### src/rtl/cfi_landing_pad_ctrl_pkg.sv
// rtl/cfi_landing_pad_ctrl_pkg.sv - shared types and register map for the CFI landing-pad controller
package cfi_landing_pad_ctrl_pkg;

  localparam int unsigned NR_COMMIT_PORTS = 2;

  // Register map
  localparam logic [1:0] CFI_REG_CTRL    = 2'd0;
  localparam logic [1:0] CFI_REG_STATUS  = 2'd1;
  localparam logic [1:0] CFI_REG_COUNT   = 2'd2;
  localparam logic [1:0] CFI_REG_LAST_PC = 2'd3;

  typedef enum logic [1:0] {
    IDLE,
    EXPECT_LP,
    REPORT
  } cfi_state_e;

  typedef enum logic [2:0] {
    NONE,
    CALL,
    RET,
    JUMP,
    LP
  } cfi_class_t;

  // Reduced view of the commit-stage scoreboard entry: only the fields the checker needs
  typedef enum logic [2:0] {
    OP_OTHER,
    OP_ADD,
    OP_ADDW,
    OP_JALR
  } fu_op_e;

  typedef struct packed {
    logic valid;
  } exception_t;

  typedef struct packed {
    fu_op_e     op;
    logic [4:0] rs1;
    logic [4:0] rd;
    logic [63:0] pc;
    exception_t ex;
  } scoreboard_entry_t;

  // Field order mirrors CTRL bit layout: [8:4] lp_reg, [3] chk_ret, [2] chk_call, [1] trap_en, [0] en
  typedef struct packed {
    logic [4:0] lp_reg;
    logic       chk_ret;
    logic       chk_call;
    logic       trap_en;
    logic       en;
  } cfi_ctrl_t;

  function automatic logic [31:0] cfi_ctrl_to_word(input cfi_ctrl_t c);
    return {23'd0, c};
  endfunction

endpackage

### src/rtl/cfi_landing_pad_ctrl_if.sv
// rtl/cfi_landing_pad_ctrl_if.sv - commit, register and trap signals of the CFI controller
interface cfi_landing_pad_ctrl_if #(
  parameter int unsigned NR_PORTS = cfi_landing_pad_ctrl_pkg::NR_COMMIT_PORTS
);
  import cfi_landing_pad_ctrl_pkg::*;

  scoreboard_entry_t [NR_PORTS-1:0] commit_instr_i;
  logic [NR_PORTS-1:0]              commit_ack_i;
  logic                             cfg_we_i;
  logic [1:0]                       cfg_addr_i;
  logic [31:0]                      cfg_wdata_i;
  logic [31:0]                      cfg_rdata_o;
  logic                             cfi_exc_req_o;
  logic                             cfi_exc_ack_i;
  logic [63:0]                      cfi_exc_pc_o;

  // Environment side: commit stage, register master and exception logic
  modport master (
    output commit_instr_i, commit_ack_i, cfg_we_i, cfg_addr_i, cfg_wdata_i, cfi_exc_ack_i,
    input  cfg_rdata_o, cfi_exc_req_o, cfi_exc_pc_o
  );

  // Controller side
  modport slave (
    input  commit_instr_i, commit_ack_i, cfg_we_i, cfg_addr_i, cfg_wdata_i, cfi_exc_ack_i,
    output cfg_rdata_o, cfi_exc_req_o, cfi_exc_pc_o
  );

endinterface

### src/rtl/cfi_landing_pad_ctrl_classifier.sv
// rtl/cfi_landing_pad_ctrl_classifier.sv - classifies one committed entry for landing-pad checking
module cfi_landing_pad_ctrl_classifier
  import cfi_landing_pad_ctrl_pkg::*;
(
  input  fu_op_e     op_i,
  input  logic [4:0] rs1_i,
  input  logic [4:0] rd_i,
  input  logic [4:0] lp_reg_i,
  input  logic       chk_call_i,
  input  logic       chk_ret_i,
  output cfi_class_t class_o,
  output logic       checked_o
);

  // Call/ret/jump split of JALR; only JALRs can be checked, jumps always are
  always_comb begin
    class_o   = NONE;
    checked_o = 1'b0;
    if (op_i == OP_JALR) begin
      if (rd_i == 5'd1) begin
        class_o   = CALL;
        checked_o = chk_call_i;
      end else if (rd_i == 5'd0 && rs1_i == 5'd1) begin
        class_o   = RET;
        checked_o = chk_ret_i;
      end else begin
        class_o   = JUMP;
        checked_o = 1'b1;
      end
    end else if (op_i == OP_ADDW && rd_i == 5'd0 && rs1_i == lp_reg_i) begin
      class_o = LP;
    end
  end

endmodule

### src/rtl/cfi_landing_pad_ctrl.sv
// rtl/cfi_landing_pad_ctrl.sv - commit-stage landing-pad checker with violation counter and trap request
module cfi_landing_pad_ctrl
  import cfi_landing_pad_ctrl_pkg::*;
#(
  parameter int unsigned NR_PORTS   = NR_COMMIT_PORTS,
  parameter int unsigned CNT_WIDTH  = 16,
  parameter logic [4:0]  LP_REG_RST = 5'd1
) (
  input logic                  clk_i,
  input logic                  rst_ni,
  cfi_landing_pad_ctrl_if.slave bus
);

  localparam cfi_ctrl_t CTRL_RST = '{
    lp_reg:   LP_REG_RST,
    chk_ret:  1'b1,
    chk_call: 1'b1,
    trap_en:  1'b0,
    en:       1'b0
  };

  cfi_ctrl_t            ctrl_q, ctrl_d;
  cfi_state_e           state_q;
  logic                 expect_q;
  logic [63:0]          jalr_pc_q;
  logic                 req_q;
  logic [63:0]          exc_pc_q;
  logic                 sticky_q, sticky_d;
  logic                 ovf_q, ovf_d;
  logic [CNT_WIDTH-1:0] count_q, count_d;
  logic [31:0]          last_pc_q, last_pc_d;

  cfi_class_t           cls [NR_PORTS];
  logic [NR_PORTS-1:0]  checked;

  logic                 scan_expect;
  logic [63:0]          scan_pc;
  logic                 viol;
  logic [63:0]          viol_pc;

  logic                 wr_ctrl, wr_status, wr_count;
  logic                 unused_wdata;

  for (genvar g = 0; g < NR_PORTS; g++) begin : g_cls
    cfi_landing_pad_ctrl_classifier u_cls (
      .op_i       (bus.commit_instr_i[g].op),
      .rs1_i      (bus.commit_instr_i[g].rs1),
      .rd_i       (bus.commit_instr_i[g].rd),
      .lp_reg_i   (ctrl_q.lp_reg),
      .chk_call_i (ctrl_q.chk_call),
      .chk_ret_i  (ctrl_q.chk_ret),
      .class_o    (cls[g]),
      .checked_o  (checked[g])
    );
  end

  // Walk acked entries in program order; the first entry after a checked JALR must be a landing pad
  always_comb begin
    scan_expect = expect_q;
    scan_pc     = jalr_pc_q;
    viol        = 1'b0;
    viol_pc     = '0;
    if (!ctrl_q.en) begin
      scan_expect = 1'b0;
    end else begin
      for (int i = 0; i < NR_PORTS; i++) begin
        if (bus.commit_ack_i[i]) begin
          if (bus.commit_instr_i[i].ex.valid) begin
            // Trap/interrupt redirect: the pending JALR target is abandoned, not violated
            scan_expect = 1'b0;
          end else begin
            if (scan_expect) begin
              if (cls[i] != LP && !viol) begin
                viol    = 1'b1;
                viol_pc = scan_pc;
              end
              scan_expect = 1'b0;
            end
            if (checked[i]) begin
              scan_expect = 1'b1;
              scan_pc     = bus.commit_instr_i[i].pc;
            end
          end
        end
      end
    end
  end

  assign wr_ctrl      = bus.cfg_we_i && (bus.cfg_addr_i == CFI_REG_CTRL);
  assign wr_status    = bus.cfg_we_i && (bus.cfg_addr_i == CFI_REG_STATUS);
  assign wr_count     = bus.cfg_we_i && (bus.cfg_addr_i == CFI_REG_COUNT);
  assign unused_wdata = ^bus.cfg_wdata_i[31:9];

  // Trap FSM: a violation while already reporting never re-raises req nor moves exc_pc
  always_ff @(posedge clk_i or negedge rst_ni) begin
    if (!rst_ni) begin
      state_q   <= IDLE;
      expect_q  <= 1'b0;
      jalr_pc_q <= '0;
      req_q     <= 1'b0;
      exc_pc_q  <= '0;
    end else begin
      expect_q  <= scan_expect;
      jalr_pc_q <= scan_pc;
      case (state_q)
        REPORT: begin
          if (req_q && bus.cfi_exc_ack_i) begin
            req_q   <= 1'b0;
            state_q <= scan_expect ? EXPECT_LP : IDLE;
          end
        end
        default: begin
          if (viol && ctrl_q.trap_en) begin
            state_q  <= REPORT;
            req_q    <= 1'b1;
            exc_pc_q <= viol_pc;
          end else begin
            state_q <= scan_expect ? EXPECT_LP : IDLE;
          end
        end
      endcase
    end
  end

  // Register next-state: hardware set beats software clear, clear-on-write beats increment
  always_comb begin
    ctrl_d    = wr_ctrl ? cfi_ctrl_t'(bus.cfg_wdata_i[8:0]) : ctrl_q;
    sticky_d  = viol | (sticky_q & ~(wr_status & bus.cfg_wdata_i[0]));
    ovf_d     = (viol && state_q == REPORT) | (ovf_q & ~(wr_status & bus.cfg_wdata_i[1]));
    last_pc_d = viol ? viol_pc[31:0] : last_pc_q;
    count_d   = count_q;
    if (wr_count) begin
      count_d = '0;
    end else if (viol && count_q != '1) begin
      count_d = count_q + 1'b1;
    end
  end

  // Register file state
  always_ff @(posedge clk_i or negedge rst_ni) begin
    if (!rst_ni) begin
      ctrl_q    <= CTRL_RST;
      sticky_q  <= 1'b0;
      ovf_q     <= 1'b0;
      count_q   <= '0;
      last_pc_q <= '0;
    end else begin
      ctrl_q    <= ctrl_d;
      sticky_q  <= sticky_d;
      ovf_q     <= ovf_d;
      count_q   <= count_d;
      last_pc_q <= last_pc_d;
    end
  end

  // Combinational register read
  always_comb begin
    bus.cfg_rdata_o = '0;
    case (bus.cfg_addr_i)
      CFI_REG_CTRL:    bus.cfg_rdata_o = cfi_ctrl_to_word(ctrl_q);
      CFI_REG_STATUS:  bus.cfg_rdata_o = {29'd0, req_q, ovf_q, sticky_q};
      CFI_REG_COUNT:   bus.cfg_rdata_o = 32'(count_q);
      CFI_REG_LAST_PC: bus.cfg_rdata_o = last_pc_q;
      default:         bus.cfg_rdata_o = '0;
    endcase
  end

  assign bus.cfi_exc_req_o = req_q;
  assign bus.cfi_exc_pc_o  = exc_pc_q;

endmodule

### src/flat_wrapper.sv
// flat-port wrapper written by rule: the top's interface ports become plain ports
module cfi_landing_pad_ctrl_flat import cfi_landing_pad_ctrl_pkg::*;
#(
  parameter int unsigned NR_PORTS   = NR_COMMIT_PORTS,
  parameter int unsigned CNT_WIDTH  = 16,
  parameter logic [4:0]  LP_REG_RST = 5'd1
)
  (clk_i, rst_ni, bus_commit_instr_i, bus_commit_ack_i, bus_cfg_we_i, bus_cfg_addr_i, bus_cfg_wdata_i, bus_cfi_exc_ack_i, bus_cfg_rdata_o, bus_cfi_exc_req_o, bus_cfi_exc_pc_o);
  cfi_landing_pad_ctrl_if #(.NR_PORTS(NR_PORTS)) bus_i ();
  input logic clk_i;
  input logic rst_ni;
  input wire logic [$bits(bus_i.commit_instr_i)-1:0] bus_commit_instr_i;
  input wire logic [$bits(bus_i.commit_ack_i)-1:0] bus_commit_ack_i;
  input wire logic [$bits(bus_i.cfg_we_i)-1:0] bus_cfg_we_i;
  input wire logic [$bits(bus_i.cfg_addr_i)-1:0] bus_cfg_addr_i;
  input wire logic [$bits(bus_i.cfg_wdata_i)-1:0] bus_cfg_wdata_i;
  input wire logic [$bits(bus_i.cfi_exc_ack_i)-1:0] bus_cfi_exc_ack_i;
  output wire logic [$bits(bus_i.cfg_rdata_o)-1:0] bus_cfg_rdata_o;
  output wire logic [$bits(bus_i.cfi_exc_req_o)-1:0] bus_cfi_exc_req_o;
  output wire logic [$bits(bus_i.cfi_exc_pc_o)-1:0] bus_cfi_exc_pc_o;
  assign bus_i.commit_instr_i = bus_commit_instr_i;
  assign bus_i.commit_ack_i = bus_commit_ack_i;
  assign bus_i.cfg_we_i = bus_cfg_we_i;
  assign bus_i.cfg_addr_i = bus_cfg_addr_i;
  assign bus_i.cfg_wdata_i = bus_cfg_wdata_i;
  assign bus_i.cfi_exc_ack_i = bus_cfi_exc_ack_i;
  assign bus_cfg_rdata_o = bus_i.cfg_rdata_o;
  assign bus_cfi_exc_req_o = bus_i.cfi_exc_req_o;
  assign bus_cfi_exc_pc_o = bus_i.cfi_exc_pc_o;
  cfi_landing_pad_ctrl #(.NR_PORTS(NR_PORTS), .CNT_WIDTH(CNT_WIDTH), .LP_REG_RST(LP_REG_RST)) u_core (.clk_i(clk_i), .rst_ni(rst_ni), .bus(bus_i));
endmodule
### config.mk
export PLATFORM = sky130hd
export DESIGN_NAME = cfi_landing_pad_ctrl_flat
export DESIGN_NICKNAME = d
export VERILOG_FILES = /design/src/rtl/cfi_landing_pad_ctrl_pkg.sv /design/src/rtl/cfi_landing_pad_ctrl_if.sv /design/src/rtl/cfi_landing_pad_ctrl_classifier.sv /design/src/rtl/cfi_landing_pad_ctrl.sv /design/src/flat_wrapper.sv
export SDC_FILE = /design/constraint.sdc
export NUM_CORES = 1
export LEC_CHECK = 0
export ABC_AREA = 1
export ABC_CLOCK_PERIOD_IN_PS = 1700
export BUFFER_PORTS_ARGS = -buffer_cell sky130_fd_sc_hd__buf_2
export CAP_MARGIN = 20
export CORE_MARGIN = 5
export CORE_UTILIZATION = 49
export DETAILED_ROUTE_END_ITERATION = 10
export GPL_ROUTABILITY_DRIVEN = 0
export GPL_TIMING_DRIVEN = 0
export MAX_ROUTING_LAYER = met4
export PLACE_DENSITY_LB_ADDON = 0.12
export SKIP_CTS_REPAIR_TIMING = 1
export SLEW_MARGIN = 20
export SYNTH_ARGS = -nofsm -noshare
export SYNTH_HDL_FRONTEND = slang
export SYNTH_SLANG_ARGS = --single-unit
### constraint.sdc
create_clock -name clk_i -period 1.7 [get_ports clk_i]
set_input_delay 0.17 -clock clk_i [delete_from_list [all_inputs] [get_ports clk_i]]
set_output_delay 0.17 -clock clk_i [all_outputs]
set_load 0.02 [all_outputs]
==> impl_metrics.json, run 1 <==
{
  "clkSlewWorstSetupHoldPaths_ns": 0.08,
  "slowest_stage": "dfstp_2",
  "track_usage_pct": 29.3,
  "synth_edf_count": 0,
  "cpPeakStageDelay_ns": 0.58,
  "worst_pin_slew_ns": 0.644,
  "syn_nets": 1832,
  "core-area_um2": 22000,
  "ys_seq_elements": 191,
  "die_h_um": 160,
  "reg2reg_depth": 12,
  "fin_crit_sh_pct": 119,
  "ir_drop_mv": 0.562,
  "place_ws_ns": -0.756,
  "critPathLaunchType": "flip-flop",
  "finalHoldViolations": 1,
  "syn_to_final_growth_pct": 36.1,
  "synth_seq_area_share_pct": 43.4,
  "synthTopCellsByCount": "nand2_1, nor2_1, inv_1",
  "synth-main-ff-cell": "dfrtp_1",
  "antenna_found_initial": 13,
  "critPathMostFrequentCell": "nand2_2",
  "overflow": 0,
  "synth_cells": 1635,
  "final_cells": 2271,
  "clk_latency_ns": 0.45,
  "worstPathCellList": "nor2_1 > nand3_1 > nor2_4 > inv_2 > nand2_2 > nand2_2 > nand2_2 > nand2_4 > nand3_2 > buf_4 > nor2_1 > nor2_2",
  "endpoint_kind": "flip-flop",
  "dp_hpwl_mm": 27.1,
  "grt_max_degree": 84,
  "drcViolationCount": 0,
  "crit_fanout": 10,
  "whs_path_depth": 3,
  "fin_ws_ns": -0.315,
  "totalWireLength_mm": 38.8,
  "syn_area_um2": 11000,
  "finalNetCount": 2161,
  "fin_crit_ns": 2.02,
  "slew-limit-headroom_pct": 57.1,
  "vias_per_cell": 5.29,
  "fin_util_pct": 68.3,
  "critPathKind": "flip-flop to flip-flop",
  "grt_pass1_vias": 11600,
  "leakage_nw": 8.22,
  "cts.sinks": 191,
  "synth.distinct_cells": 35,
  "port_buffers": 269,
  "crit_arrival_ns": 2.36,
  "grt_first_pass_wirelength_mm": 59.3,
  "synth_top_area_share_pct": 42.7,
  "rsz0062_at_grt": "true",
  "ys_top_cells_by_area": "dfrtp_1, nand2_1, nand3_1, nor2_1, inv_1",
  "dr.pass1.iters": 6,
  "powerDensity_nw_per_um2": 1030,
  "dieWidth_um": 160,
  "placementRows": 54,
  "fin_hold_ws_ns": -0.000652,
  "status": "finished, violations left",
  "wl_per_cell_um": 17.1,
  "fmax_ghz": 0.496,
  "htree_levels": 4,
  "violations": "hold timing, setup timing",
  "drv_slew": 0,
  "setup_viol": 174,
  "finClkSkew_ns": 0.0185,
  "fin_setup_tns_ns": -29.12,
  "synthMostInstantiatedCell": "nand2_1",
  "initial_core_util_pct": 50.2,
  "cts_root_buf": "clkbuf_16",
  "die_area_um2": 25600,
  "drt_iter0_markers": 1026,
  "route.vias.total": 12000,
  "synth_async_sr_flop_share_pct": 100,
  "yosysTopAreaCell": "dfrtp_1",
  "worstPathRequired_ns": 2.04,
  "syn_area_per_cell_um2": 6.74,
  "num_io_pins": 293,
  "place_inst": 2186,
  "drive_above_1_share_pct": 29.3,
  "power_mw": 15.4,
  "detail-route-antenna-nets": 0,
  "hp-class": "primary input to flip-flop",
  "cts_tree": "yes",
  "ys_warn_count": 0,
  "cts_buffer_depth": 2,
  "cts_made_buffers": 17,
  "drv_cap": 0
}
power by group:
| group | internal (mW) | switching (mW) | total (mW) |
|---|---|---|---|
| Combinational | 1.95 | 2.78 | 4.73 |
| Sequential | 5.60 | 0.759 | 6.36 |
| Clock | 2.38 | 1.90 | 4.28 |
| Total | 9.93 | 5.44 | 15.4 |
layer usage:
metal,GRT usage [%],share of wire [%],vias up
li1,-,-,5817
met1,37.7,42,5606
met2,47.0,48,508
met3,6.55,7.6,79
met4,8.10,2.4,0
met5,-,0,-
through the flow:
stage | instance area (µm²) | hold WS [ns]
floorplan | 11000 | -0.126
global placement | 12700 | 0.407
detailed placement | 12800 | 0.124
CTS | 13400 | -0.335
global route | 15000 | 0.00496
finish | 15000 | -0.000652
cells in the final DEF, fill, tap and decap left out, types with 12 or more instances in the layout:
| cell | netlist | final |
|---|---|---|
| dfrtp_1 | 188 | 186 |
| buf_6 | 2 | 26 |
| o21ai_1 | 0 | 14 |
| nand2_2 | 4 | 53 |
| nand2_4 | 0 | 24 |
| buf_2 | 29 | 269 |
| buf_8 | 0 | 14 |
| nor2_2 | 2 | 25 |
| diode_2 | 0 | 14 |
| xor2_1 | 12 | 12 |
| clkbuf_16 | 0 | 25 |
| inv_1 | 200 | 197 |
| o21ai_2 | 0 | 29 |
| o21ai_0 | 108 | 60 |
| nand3_1 | 159 | 158 |
| o22ai_1 | 64 | 58 |
| clkbuf_2 | 0 | 15 |
| nor2_1 | 209 | 180 |
| buf_4 | 6 | 33 |
| nand2_1 | 537 | 464 |
| clkbuf_1 | 55 | 27 |
final cells by class:
class                   count  area [µm²]
diodes                     14        35.0
plain buffers              95         779
clock buffers              21         450
clock inverters            11         160
fillers                  1942        6970
inverters                 204         772
multi-input cells        1144        5690
flip-flops and latches    191        4790
well taps                 280         350
repair buffers            311        1960
worst paths after layout:
| kind | from | endpoint | slack (ns) |
|---|---|---|---|
| max | u_core.ctrl_q[3]$_DFFE_PN1P_ | u_core.bus.cfi_exc_pc_o[35]$_DFFE_PN0P_ | -0.32 |
| min | bus_cfg_wdata_i[8] | u_core.ctrl_q[8]$_DFFE_PN0P_ | -0.0007 |
| max reg2reg | u_core.ctrl_q[3]$_DFFE_PN1P_ | u_core.bus.cfi_exc_pc_o[35]$_DFFE_PN0P_ | -0.32 |
| min reg2reg | u_core.bus.cfi_exc_pc_o[14]$_DFFE_PN0P_ | u_core.bus.cfi_exc_pc_o[14]$_DFFE_PN0P_ | 0.48 |
| max in group asynchronous | rst_ni | u_core.ctrl_q[2]$_DFFE_PN1P_ | 0.67 |
| min in group asynchronous | rst_ni | u_core.count_q[8]$_DFFE_PN0P_ | 0.25 |
critical path, delay by kind of cell (launching register included):
kind	cells	cell delay (ns)
flip-flops	1	0.58
buffers and inverters	2	0.30
AND/OR/NAND/NOR	10	1.03
kinds of logic after synthesis:
group                      after synthesis  synth area share (%)
muxes                                    1                 0.102
buffers and inverters                  301                  10.9
and+or+nand+nor                        932                  34.3
DFF                                    191                  43.4
AOI/OAI and AO/OA                      192                  9.78
xor gates and xnor gates                17                  1.35
adders and majority gates                1                 0.114
state kept, by name, summed over array words and instances (netlist names), 2 cells and up:
register	flops
u_core.bus.cfi_exc_pc_o	64
u_core.count_q	16
u_core.ctrl_q	9
u_core.jalr_pc_q	64
u_core.last_pc_q	32
u_core.state_q	2
Note: power is estimated with default switching activity, not from simulation.
==> run 2: changes to the inputs <==
- CELL_PAD_IN_SITES_DETAIL_PLACEMENT: default -> 1
- CELL_PAD_IN_SITES_GLOBAL_PLACEMENT: default -> 1
- CORE_UTILIZATION: 49 -> 34
- SLEW_MARGIN: 20 -> 40
==> impl_metrics.json, run 2 (synthesis results as in run 1) <==
{
  "critPathLaunchType": "flip-flop",
  "route.vias.total": 12400,
  "worst_pin_slew_ns": 0.788,
  "use_met1_pct": 30.8,
  "grt_use_met3_pct": 5.36,
  "drt_iter0_markers": 700,
  "die_h_um": 190,
  "cp.buffers_inverters": 4,
  "finalNetCount": 2196,
  "htree_levels": 4,
  "cts_tree": "yes",
  "worstPathRequired_ns": 2.04,
  "hp-class": "primary input to flip-flop",
  "crit_fanout": 8,
  "syn_to_final_growth_pct": 48.8,
  "track_usage_pct": 25.0,
  "fin_ws_ns": -0.484,
  "fin_crit_ns": 2.18,
  "place_ws_ns": -0.880,
  "core-area_um2": 32300,
  "slowest_stage": "dfstp_2",
  "cts_made_buffers": 17,
  "grt_pass1_vias": 12700,
  "wl_per_cell_um": 19.8,
  "leakage_nw": 8.62,
  "critical-path-top-delay-family": "simple AND/OR/NAND/NOR gates",
  "endpoint_kind": "flip-flop",
  "slew-limit-headroom_pct": 47.5,
  "fin_hold_ws_ns": -0.00840,
  "critPathKind": "flip-flop to flip-flop",
  "critPathMostFrequentCell": "nand2_4",
  "violations": "hold timing, setup timing",
  "drcViolationCount": 0,
  "grt_max_degree": 61,
  "fmax_ghz": 0.458,
  "fin_crit_sh_pct": 128,
  "ir_drop_mv": 0.759,
  "status": "finished, violations left",
  "dp_hpwl_mm": 33.1,
  "initial_core_util_pct": 34.1,
  "antenna_found_initial": 16,
  "finalHoldViolations": 3,
  "cts.sinks": 191,
  "finClkSkew_ns": 0.0126,
  "drive_above_1_share_pct": 33.9,
  "clk_latency_ns": 0.45,
  "use_met2_pct": 42.7,
  "rsz0062_at_grt": "true",
  "overflow": 0,
  "dr.pass1.iters": 5,
  "cts_root_buf": "clkbuf_16",
  "final_cell_mix": "nand2_1, buf_2, inv_1, dfrtp_1, nor2_1",
  "drv_cap": 0,
  "setup_viol": 195,
  "vias_per_cell": 5.02,
  "power_mw": 15.6,
  "die_area_um2": 36100,
  "cpPeakStageDelay_ns": 0.60,
  "worstPathCellList": "xnor2_1 > nand2_1 > nor2_2 > nand2_4 > nand2_4 > nand2_4 > nand3_4 > buf_12 > buf_12 > clkbuf_16 > nand2_1 > inv_1 > nor2_1",
  "final_common_cell": "nand2_1",
  "drv_slew": 0,
  "clkSlewWorstSetupHoldPaths_ns": 0.07,
  "dieWidth_um": 190,
  "detail-route-antenna-nets": 0,
  "grt_first_pass_wirelength_mm": 69.3,
  "num_io_pins": 293,
  "port_buffers": 269,
  "crit_arrival_ns": 2.52,
  "placementRows": 66,
  "totalWireLength_mm": 48.9,
  "cts_buffer_depth": 2,
  "grt-busiest-layer": "met2",
  "powerDensity_nw_per_um2": 950
}
[run 2: cell count changes in the layout (fill, tap and decap cells not counted), moves of 9 or more]
cell           change
nor2_4            +12
nand2_1           -29
buf_4             -11
clkbuf_16         +13
o21ai_1           +11
o21ai_0           -38
dlygate4sd3_1      +9
nand2_2           +21
buf_12            +21
o21ai_2           +21
nor2_1            -10
[run 2: routing by layer]
layer | up-vias | part of all wire [%]
met2 | 337 | 51
li1 | 5890 | -
met1 | 6122 | 42
met5 | - | 0
met4 | 0 | 1.8
met3 | 64 | 5.3
[run 2: worst register-to-register path, delay by kind of cell (launching register included)]
family        cells  cell delay, ns
xor+xnor          1            0.14
buf+inv           4            0.52
flops             1            0.60
simple gates      8            0.81
[run 2: final timing paths]
path                                                               from                                       to  slack [ns]  depth (start not counted)
worst max-delay path                       u_core.ctrl_q[4]$_DFFE_PN1P_  u_core.bus.cfi_exc_pc_o[32]$_DFFE_PN0P_       -0.48                         13
worst min-delay path                            bus_commit_instr_i[126]         u_core.jalr_pc_q[47]$_DFFE_PN0P_      -0.008                          3
worst max register to register             u_core.ctrl_q[4]$_DFFE_PN1P_  u_core.bus.cfi_exc_pc_o[32]$_DFFE_PN0P_       -0.48                         13
worst min register to register  u_core.bus.cfi_exc_pc_o[18]$_DFFE_PN0P_  u_core.bus.cfi_exc_pc_o[18]$_DFFE_PN0P_        0.48                          2
max in group asynchronous                                        rst_ni         u_core.jalr_pc_q[37]$_DFFE_PN0P_        0.52                          4
min in group asynchronous                                        rst_ni            u_core.count_q[8]$_DFFE_PN0P_        0.22                          2
[run 2: power breakdown]
part	switching, mW	internal (mW)
clock	1.95	2.28
sequential	0.784	5.60
combinational	2.98	1.97
[run 2: cell type report]
cell class              count  area, µm²
fillers                  4042      15900
multi-input cells        1144       6060
flip-flops and latches    191       4790
repair buffers            344       2530
plain buffers              97       1040
inverters                 204        787
well taps                 442        553
clock buffers              22        474
clock inverters            10        111
diodes                     17       42.5
[run 2: stage by stage]
stage / util (%) / std cells / hold WS (ns) / cell area, µm² / setup TNS [ns]
2_1_floorplan: - / 1635 / -0.126 / 11000 / -0.0398
3_3_place_gp: 40.0 / 2346 / 0.405 / 12900 / -764.47
3_5_place_dp: 40.3 / 2349 / 0.0958 / 13000 / -135.00
4_1_cts: 42.1 / 2381 / -0.390 / 13600 / -137.84
5_1_grt: 50.8 / 2470 / -0.00854 / 16400 / -68.76
6_report: 50.8 / 2471 / -0.00840 / 16400 / -50.55
